===== src/rtl/uart_frame_pkg.sv =====
// Shared definitions for the UART command-frame parser.
//   - parser state encoding (localparams + enum built on them)
//   - default start-of-frame marker
//   - checksum width
//   - helper deriving the length-field width from the maximum payload size
package uart_frame_pkg;

  localparam logic [2:0] ENC_IDLE    = 3'd0;
  localparam logic [2:0] ENC_CMD     = 3'd1;
  localparam logic [2:0] ENC_LEN     = 3'd2;
  localparam logic [2:0] ENC_PAYLOAD = 3'd3;
  localparam logic [2:0] ENC_CHK     = 3'd4;
  localparam logic [2:0] ENC_HOLD    = 3'd5;

  typedef enum logic [2:0] {
    S_IDLE    = ENC_IDLE,
    S_CMD     = ENC_CMD,
    S_LEN     = ENC_LEN,
    S_PAYLOAD = ENC_PAYLOAD,
    S_CHK     = ENC_CHK,
    S_HOLD    = ENC_HOLD
  } state_e;

  localparam logic [7:0] DEF_SOF = 8'hA5;
  localparam int         CHK_W   = 8;

  // Width needed to hold a length of 0..max_len inclusive.
  function automatic int len_w(input int max_len);
    return $clog2(max_len + 1);
  endfunction

endpackage


===== src/rtl/frame_payload_buf.sv =====
// Payload buffer: DEPTH x 8 simple dual-port memory.
//   clk, rst  : clock, synchronous active-high reset (clears read register only)
//   we_i, waddr_i, wdata_i : write port
//   raddr_i   : read index; rdata_o is registered (1-cycle latency)
//   Reads at raddr_i >= DEPTH return 8'h00. Writes beyond DEPTH are ignored.
module frame_payload_buf #(
  parameter int DEPTH = 16,
  parameter int AW    = 5
) (
  input  logic          clk,
  input  logic          rst,
  input  logic          we_i,
  input  logic [AW-1:0] waddr_i,
  input  logic [7:0]    wdata_i,
  input  logic [AW-1:0] raddr_i,
  output logic [7:0]    rdata_o
);

  localparam int            IW      = (DEPTH > 1) ? $clog2(DEPTH) : 1;
  localparam logic [AW-1:0] DEPTH_A = AW'(DEPTH);

  // Rounded up to a power of two so the sliced index is always in range;
  // entries at or above DEPTH are never written nor read.
  logic [7:0] mem_q [0:(1<<IW)-1];
  logic [7:0] rdata_q;

  always_ff @(posedge clk) begin
    if (we_i && (waddr_i < DEPTH_A)) mem_q[waddr_i[IW-1:0]] <= wdata_i;
  end

  always_ff @(posedge clk) begin
    if (rst)                       rdata_q <= 8'h00;
    else if (raddr_i < DEPTH_A)    rdata_q <= mem_q[raddr_i[IW-1:0]];
    else                           rdata_q <= 8'h00;
  end

  assign rdata_o = rdata_q;

endmodule


===== src/rtl/uart_frame_parser.sv =====
// Command-frame extractor behind the UART receiver.
// Frame: SOF, CMD, LEN, LEN payload bytes, CHK (8-bit sum of CMD+LEN+payload).
//   clk, rst            : clock, synchronous active-high reset
//   rx_data, rx_valid   : received byte stream (strobe per byte)
//   cmd_valid/cmd_ready : handshake for a validated frame held in HOLD
//   cmd_id, cmd_len     : CMD byte and payload length of the held frame
//   pl_addr -> pl_data  : registered payload read port (1-cycle latency)
//   err_chk/len/timeout/drop : one-cycle error strobes
//   frame_cnt           : accepted frames, saturating
module uart_frame_parser
  import uart_frame_pkg::*;
#(
  parameter int         MAX_LEN        = 16,
  parameter logic [7:0] SOF_BYTE       = DEF_SOF,
  parameter int         TIMEOUT_CYCLES = 50000,
  parameter int         LW             = len_w(MAX_LEN)
) (
  input  logic          clk,
  input  logic          rst,
  input  logic [7:0]    rx_data,
  input  logic          rx_valid,
  output logic          cmd_valid,
  input  logic          cmd_ready,
  output logic [7:0]    cmd_id,
  output logic [LW-1:0] cmd_len,
  input  logic [LW-1:0] pl_addr,
  output logic [7:0]    pl_data,
  output logic          err_chk,
  output logic          err_len,
  output logic          err_timeout,
  output logic          err_drop,
  output logic [15:0]   frame_cnt
);

  localparam int            TW       = $clog2(TIMEOUT_CYCLES + 1);
  localparam logic [TW-1:0] TMO_LAST = TW'(TIMEOUT_CYCLES - 1);
  localparam logic [7:0]    MAX_B    = 8'(MAX_LEN);

  state_e             state_q, state_d;
  logic [7:0]         cmd_id_q, cmd_id_d;
  logic [LW-1:0]      cmd_len_q, cmd_len_d;
  logic [LW-1:0]      idx_q, idx_d;
  logic [CHK_W-1:0]   sum_q, sum_d;
  logic [TW-1:0]      tmo_q, tmo_d;
  logic [15:0]        fcnt_q, fcnt_d;
  logic               e_chk_q, e_chk_d, e_len_q, e_len_d;
  logic               e_tmo_q, e_tmo_d, e_drop_q, e_drop_d;
  logic               buf_we;
  logic               in_frame;

  assign in_frame = (state_q == S_CMD) || (state_q == S_LEN) ||
                    (state_q == S_PAYLOAD) || (state_q == S_CHK);

  always_comb begin
    state_d   = state_q;
    cmd_id_d  = cmd_id_q;
    cmd_len_d = cmd_len_q;
    idx_d     = idx_q;
    sum_d     = sum_q;
    fcnt_d    = fcnt_q;
    e_chk_d   = 1'b0;
    e_len_d   = 1'b0;
    e_tmo_d   = 1'b0;
    e_drop_d  = 1'b0;
    buf_we    = 1'b0;
    // Counter only runs between bytes inside a frame; a byte always restarts it.
    tmo_d     = (in_frame && !rx_valid) ? tmo_q + TW'(1) : '0;

    if (in_frame && !rx_valid && (tmo_q == TMO_LAST)) begin
      // A byte on the expiry cycle takes the other branch below, so it wins.
      state_d = S_IDLE;
      e_tmo_d = 1'b1;
      tmo_d   = '0;
    end else begin
      unique case (state_q)
        S_IDLE: if (rx_valid && (rx_data == SOF_BYTE)) state_d = S_CMD;
        S_CMD: if (rx_valid) begin
          cmd_id_d = rx_data;
          sum_d    = rx_data;
          state_d  = S_LEN;
        end
        S_LEN: if (rx_valid) begin
          if (rx_data > MAX_B) begin
            e_len_d = 1'b1;
            state_d = S_IDLE;
          end else begin
            cmd_len_d = LW'(rx_data);
            sum_d     = sum_q + rx_data;
            idx_d     = '0;
            state_d   = (rx_data == 8'h00) ? S_CHK : S_PAYLOAD;
          end
        end
        S_PAYLOAD: if (rx_valid) begin
          buf_we = 1'b1;
          sum_d  = sum_q + rx_data;
          idx_d  = idx_q + LW'(1);
          if (idx_q == cmd_len_q - LW'(1)) state_d = S_CHK;
        end
        S_CHK: if (rx_valid) begin
          if (rx_data == sum_q) begin
            state_d = S_HOLD;
            if (fcnt_q != 16'hFFFF) fcnt_d = fcnt_q + 16'd1;
          end else begin
            e_chk_d = 1'b1;
            state_d = S_IDLE;
          end
        end
        S_HOLD: begin
          // Nothing is buffered behind a held frame: every byte here is lost.
          e_drop_d = rx_valid;
          if (cmd_ready) state_d = S_IDLE;
        end
        default: state_d = S_IDLE;
      endcase
    end
  end

  always_ff @(posedge clk) begin
    if (rst) begin
      state_q   <= S_IDLE;
      cmd_id_q  <= '0;
      cmd_len_q <= '0;
      idx_q     <= '0;
      sum_q     <= '0;
      tmo_q     <= '0;
      fcnt_q    <= '0;
      e_chk_q   <= 1'b0;
      e_len_q   <= 1'b0;
      e_tmo_q   <= 1'b0;
      e_drop_q  <= 1'b0;
    end else begin
      state_q   <= state_d;
      cmd_id_q  <= cmd_id_d;
      cmd_len_q <= cmd_len_d;
      idx_q     <= idx_d;
      sum_q     <= sum_d;
      tmo_q     <= tmo_d;
      fcnt_q    <= fcnt_d;
      e_chk_q   <= e_chk_d;
      e_len_q   <= e_len_d;
      e_tmo_q   <= e_tmo_d;
      e_drop_q  <= e_drop_d;
    end
  end

  frame_payload_buf #(.DEPTH(MAX_LEN), .AW(LW)) u_buf (
    .clk     (clk),
    .rst     (rst),
    .we_i    (buf_we),
    .waddr_i (idx_q),
    .wdata_i (rx_data),
    .raddr_i (pl_addr),
    .rdata_o (pl_data)
  );

  assign cmd_valid   = (state_q == S_HOLD);
  assign cmd_id      = cmd_id_q;
  assign cmd_len     = cmd_len_q;
  assign err_chk     = e_chk_q;
  assign err_len     = e_len_q;
  assign err_timeout = e_tmo_q;
  assign err_drop    = e_drop_q;
  assign frame_cnt   = fcnt_q;

endmodule


===== config.mk =====
export PLATFORM = sky130hd
export DESIGN_NAME = uart_frame_parser
export DESIGN_NICKNAME = d
export VERILOG_FILES = /design/src/rtl/uart_frame_pkg.sv /design/src/rtl/frame_payload_buf.sv /design/src/rtl/uart_frame_parser.sv
export SDC_FILE = /design/constraint.sdc
export NUM_CORES = 1
export LEC_CHECK = 0
export CAP_MARGIN = 40
export CORE_ASPECT_RATIO = 2
export CORE_MARGIN = 5
export CORE_UTILIZATION = 35
export DETAILED_ROUTE_END_ITERATION = 8
export PLACE_DENSITY = 0.57
export SLEW_MARGIN = 10
export SYNTH_ARGS = -nofsm -noshare
export SYNTH_HDL_FRONTEND = slang
export SYNTH_SLANG_ARGS = --single-unit

===== constraint.sdc =====
create_clock -name clk -period 2.4 [get_ports clk]
set_input_delay 0.36 -clock clk [delete_from_list [all_inputs] [get_ports clk]]
set_output_delay 0.36 -clock clk [all_outputs]
set_load 0.02 [all_outputs]

==> metrics.yaml <==
critical_path:
  worst-path-buf-inv: 2
  worstSetupEndpointType: "flip-flop"
  required_ps: 2810
  crit_family: "simple AND/OR/NAND/NOR gates"
  slowest_delay_ps: 640
  startpoint_type: "primary input"
  critPathMaxFanout: 9
  slowest_stage: "clkdlybuf4s50_1"
  worstSetupPathType: "primary input to flip-flop"
  worstPathArrival_ps: 2720
  crit_chain: "clkdlybuf4s50_1 -> ha_4 -> nor4_4 -> and4_4 -> buf_4 -> nand2_4 -> or4_1 -> a21oi_1"
clock_tree:
  hold_buffers: 0
  htreeDepth: 1
  clock_tree.buffer_depth: 3
  cts_tree: "built"
  clk_latency_ps: 490
  clock_sinks: 201
  cts_root_buffer: "clkbuf_16"
  cts_inserted_buffers: 19
  clk_pin_slew_worst_paths_ps: 60
timing:
  skew_ps: 19.38
  period_minus_slack_ps: 2301
  slew_headroom_pct: 64.13
  fin_crit_sh_pct: 95.88
  worstMarginPinSlew_ps: 536.8
  rsz0062_at_grt: "yes"
  fmax_mhz: 434.6
  drv_slew: 0
  timing_hold_violations_final: 0
  setup_viol: 0
  timing.hold.ws_ps: 458.7
synthesis:
  async_flop_share_pct: 0
  synth_area_sq_mm: 0.008773
  yosys.area.top_type: "edfxtp_1"
  ys.flop_type: "edfxtp_1"
  avgSynthCellArea_sq_um: 13.31
  synthDistinctLibCells: 67
  synth-warning-count: 0
  synthTopCellsByArea: "edfxtp_1, dfxtp_1, mux4_2"
  ys_ff_latch: 201
  syn-num-nets: 691
  synth-seq-area-share_pct: 60.47
  synth-edff-count: 128
  yosys.area.top_type_share_pct: 43.81
  syn_inst: 659
detailed_routing:
  viasPerCell: 5.194
  first_pass_iters: 4
  antenna_left: 0
  drc: 0
  drtIter0Drc: 264
  totalWireLength_mm: 21.84
  dr_total_vias: 5823
  wl_per_cell_um: 19.49
floorplanning:
  fp.dieH_um: 233.9
  fp.dieArea_sq_mm: 0.02852
  row_count: 82
  core_sq_mm: 0.02493
  start_util_pct: 35.19
  die_w_um: 122.0
  ios: 59
placed_design:
  dp_cells: 1088
  gp_congestion: 0.8128
  io_buffers: 58
  place_hpwl_mm: 16.15
power_and_ir_drop:
  pwr-share-seq_pct: 50.3
  p_int_uw: 5869
  p_total_uw: 7312
  power_frac_clock_pct: 44.9
  p_sw_uw: 1443
  power_density_mw_per_mm2: 674.0
  ir_worst_vdd_v: 0.0005016
  p_comb_share_pct: 4.9
  swShare_pct: 19.74
  leakagePower_uw: 0.003589
cells_and_area:
  fin_nets: 806
  n_antenna_cell: 0
  mostFrequentLayoutCells: "edfxtp_1, dfxtp_1, buf_4, nand2_1, clkdlybuf4s50_1"
  final_common_cell: "edfxtp_1"
  fillCellCount: 2279
  area_growth_pct: 23.66
  final_cells: 1121
  drive_gt1_share_pct: 20.25
  multi_input_area_sq_mm: 0.003231
  regArea_sq_mm: 0.005308
global_route:
  grt_max_degree: 33
  grt_pass1_vias: 6198
  grtUsageTotal_pct: 15.74
  grt_overflow: 0
  grt_pass1_wl_mm: 34.40
  antenna_found_initial: 0
hold_path:
  hp-class: "flip-flop to flip-flop"
job:
  cap_violations: 0
outcome:
  status: "finished clean"
worst paths after layout:
kind | start | to | slack [ps] | depth (start not counted)
setup / recovery | rx_data[2] | frame_cnt[15]$_SDFFE_PP0P_ | 100 | 8
hold / removal | cmd_id[5]$_SDFFE_PP0P_ | cmd_id[5]$_SDFFE_PP0P_ | 460 | 2
setup reg to reg | sum_q[4]$_SDFFE_PP0P_ | frame_cnt[15]$_SDFFE_PP0P_ | 250 | 7
hold reg to reg | cmd_id[5]$_SDFFE_PP0P_ | cmd_id[5]$_SDFFE_PP0P_ | 460 | 2
sequential cells by signal, summed over array words and instances (netlist names):
| register | count |
|---|---|
| cmd_id | 8 |
| cmd_len | 5 |
| err_chk | 1 |
| err_drop | 1 |
| err_len | 1 |
| err_timeout | 1 |
| frame_cnt | 16 |
| idx_q | 5 |
| state_q | 3 |
| sum_q | 8 |
| tmo_q | 16 |
| u_buf.mem_q | 128 |
| u_buf.rdata_o | 8 |
through the flow:
step	area, sq um	setup TNS (ps)	worst slack [ps]	utilization (%)
after floorplan	8773	0	119.2	-
after global placement	10130	-6603	-463.8	40.65
after detailed placement	10130	-7132	-444.0	40.65
after CTS	10820	0	33.47	43.39
after global routing	10850	-30.02	-17.57	43.52
final	10850	0	98.85	43.52
repair_timing:
item	4_1_cts	5_1_grt
endpoints found under the setup margin	0	9
setup buffers	0	1
resized for setup	0	6
cell families after synthesis:
kind of cell             count (synthesis)  share of synthesized area [%]
AND/OR/NAND/NOR                        230                          13.82
flip-flops                             201                          60.47
AO/OA/AOI/OAI                           84                          6.332
buffers and inverters                   51                          2.952
multiplexers                            47                          11.11
XOR/XNOR                                31                          3.095
adder cells (fa/ha/maj)                 15                          2.225
metal layers:
layer  GRT usage, %  share of wire (%)
met5              0                  0
met4          7.574                5.1
met3          2.148                3.5
met2          31.22                 57
met1          15.58                 35
worst reg2reg max path: cells and delay by family (launching register included):
family                     cells  cell delay, ps
DFF                            1             320
buffers and inverters          1             120
adders and majority gates      1             330
and+or+nand+nor                4            1160
AOI/OAI and AO/OA              1             160
power by group through the flow:
stage | logic (uW) | clock network [uW] | registers (uW)
finish | 356 | 3280 | 3680
global route | 381 | 3510 | 3670
CTS | 361 | 3370 | 3680
detailed placement | 359 | 0 | 3750
global placement | 352 | 0 | 3750
floorplan | 168 | 0 | 3760
cell type report:
class	instances	share of cell area, %
Clock buffer	22	4.578
Clock inverter	10	1.718
Inverter	19	0.6574
Multi-Input combinational cell	407	29.78
Sequential cell	201	48.92
Tap cell	336	3.875
Timing Repair Buffer	126	10.47
synthesized netlist by cell type (6+ instances only):
| cell | n |
|---|---|
| clkbuf_1 | 16 |
| ha_1 | 14 |
| o21ai_0 | 14 |
| xor2_1 | 18 |
| nor3_1 | 17 |
| nor2_1 | 56 |
| or3_1 | 6 |
| mux4_2 | 40 |
| dfxtp_1 | 73 |
| buf_2 | 6 |
| nand2_1 | 58 |
| nor3b_1 | 7 |
| inv_1 | 19 |
| nand3_1 | 14 |
| a21oi_1 | 30 |
| nor4_1 | 7 |
| and3_1 | 6 |
| nand4_1 | 11 |
| edfxtp_1 | 128 |
| xnor2_1 | 13 |
| nor2b_1 | 14 |
(Power assumes the default switching activity.)
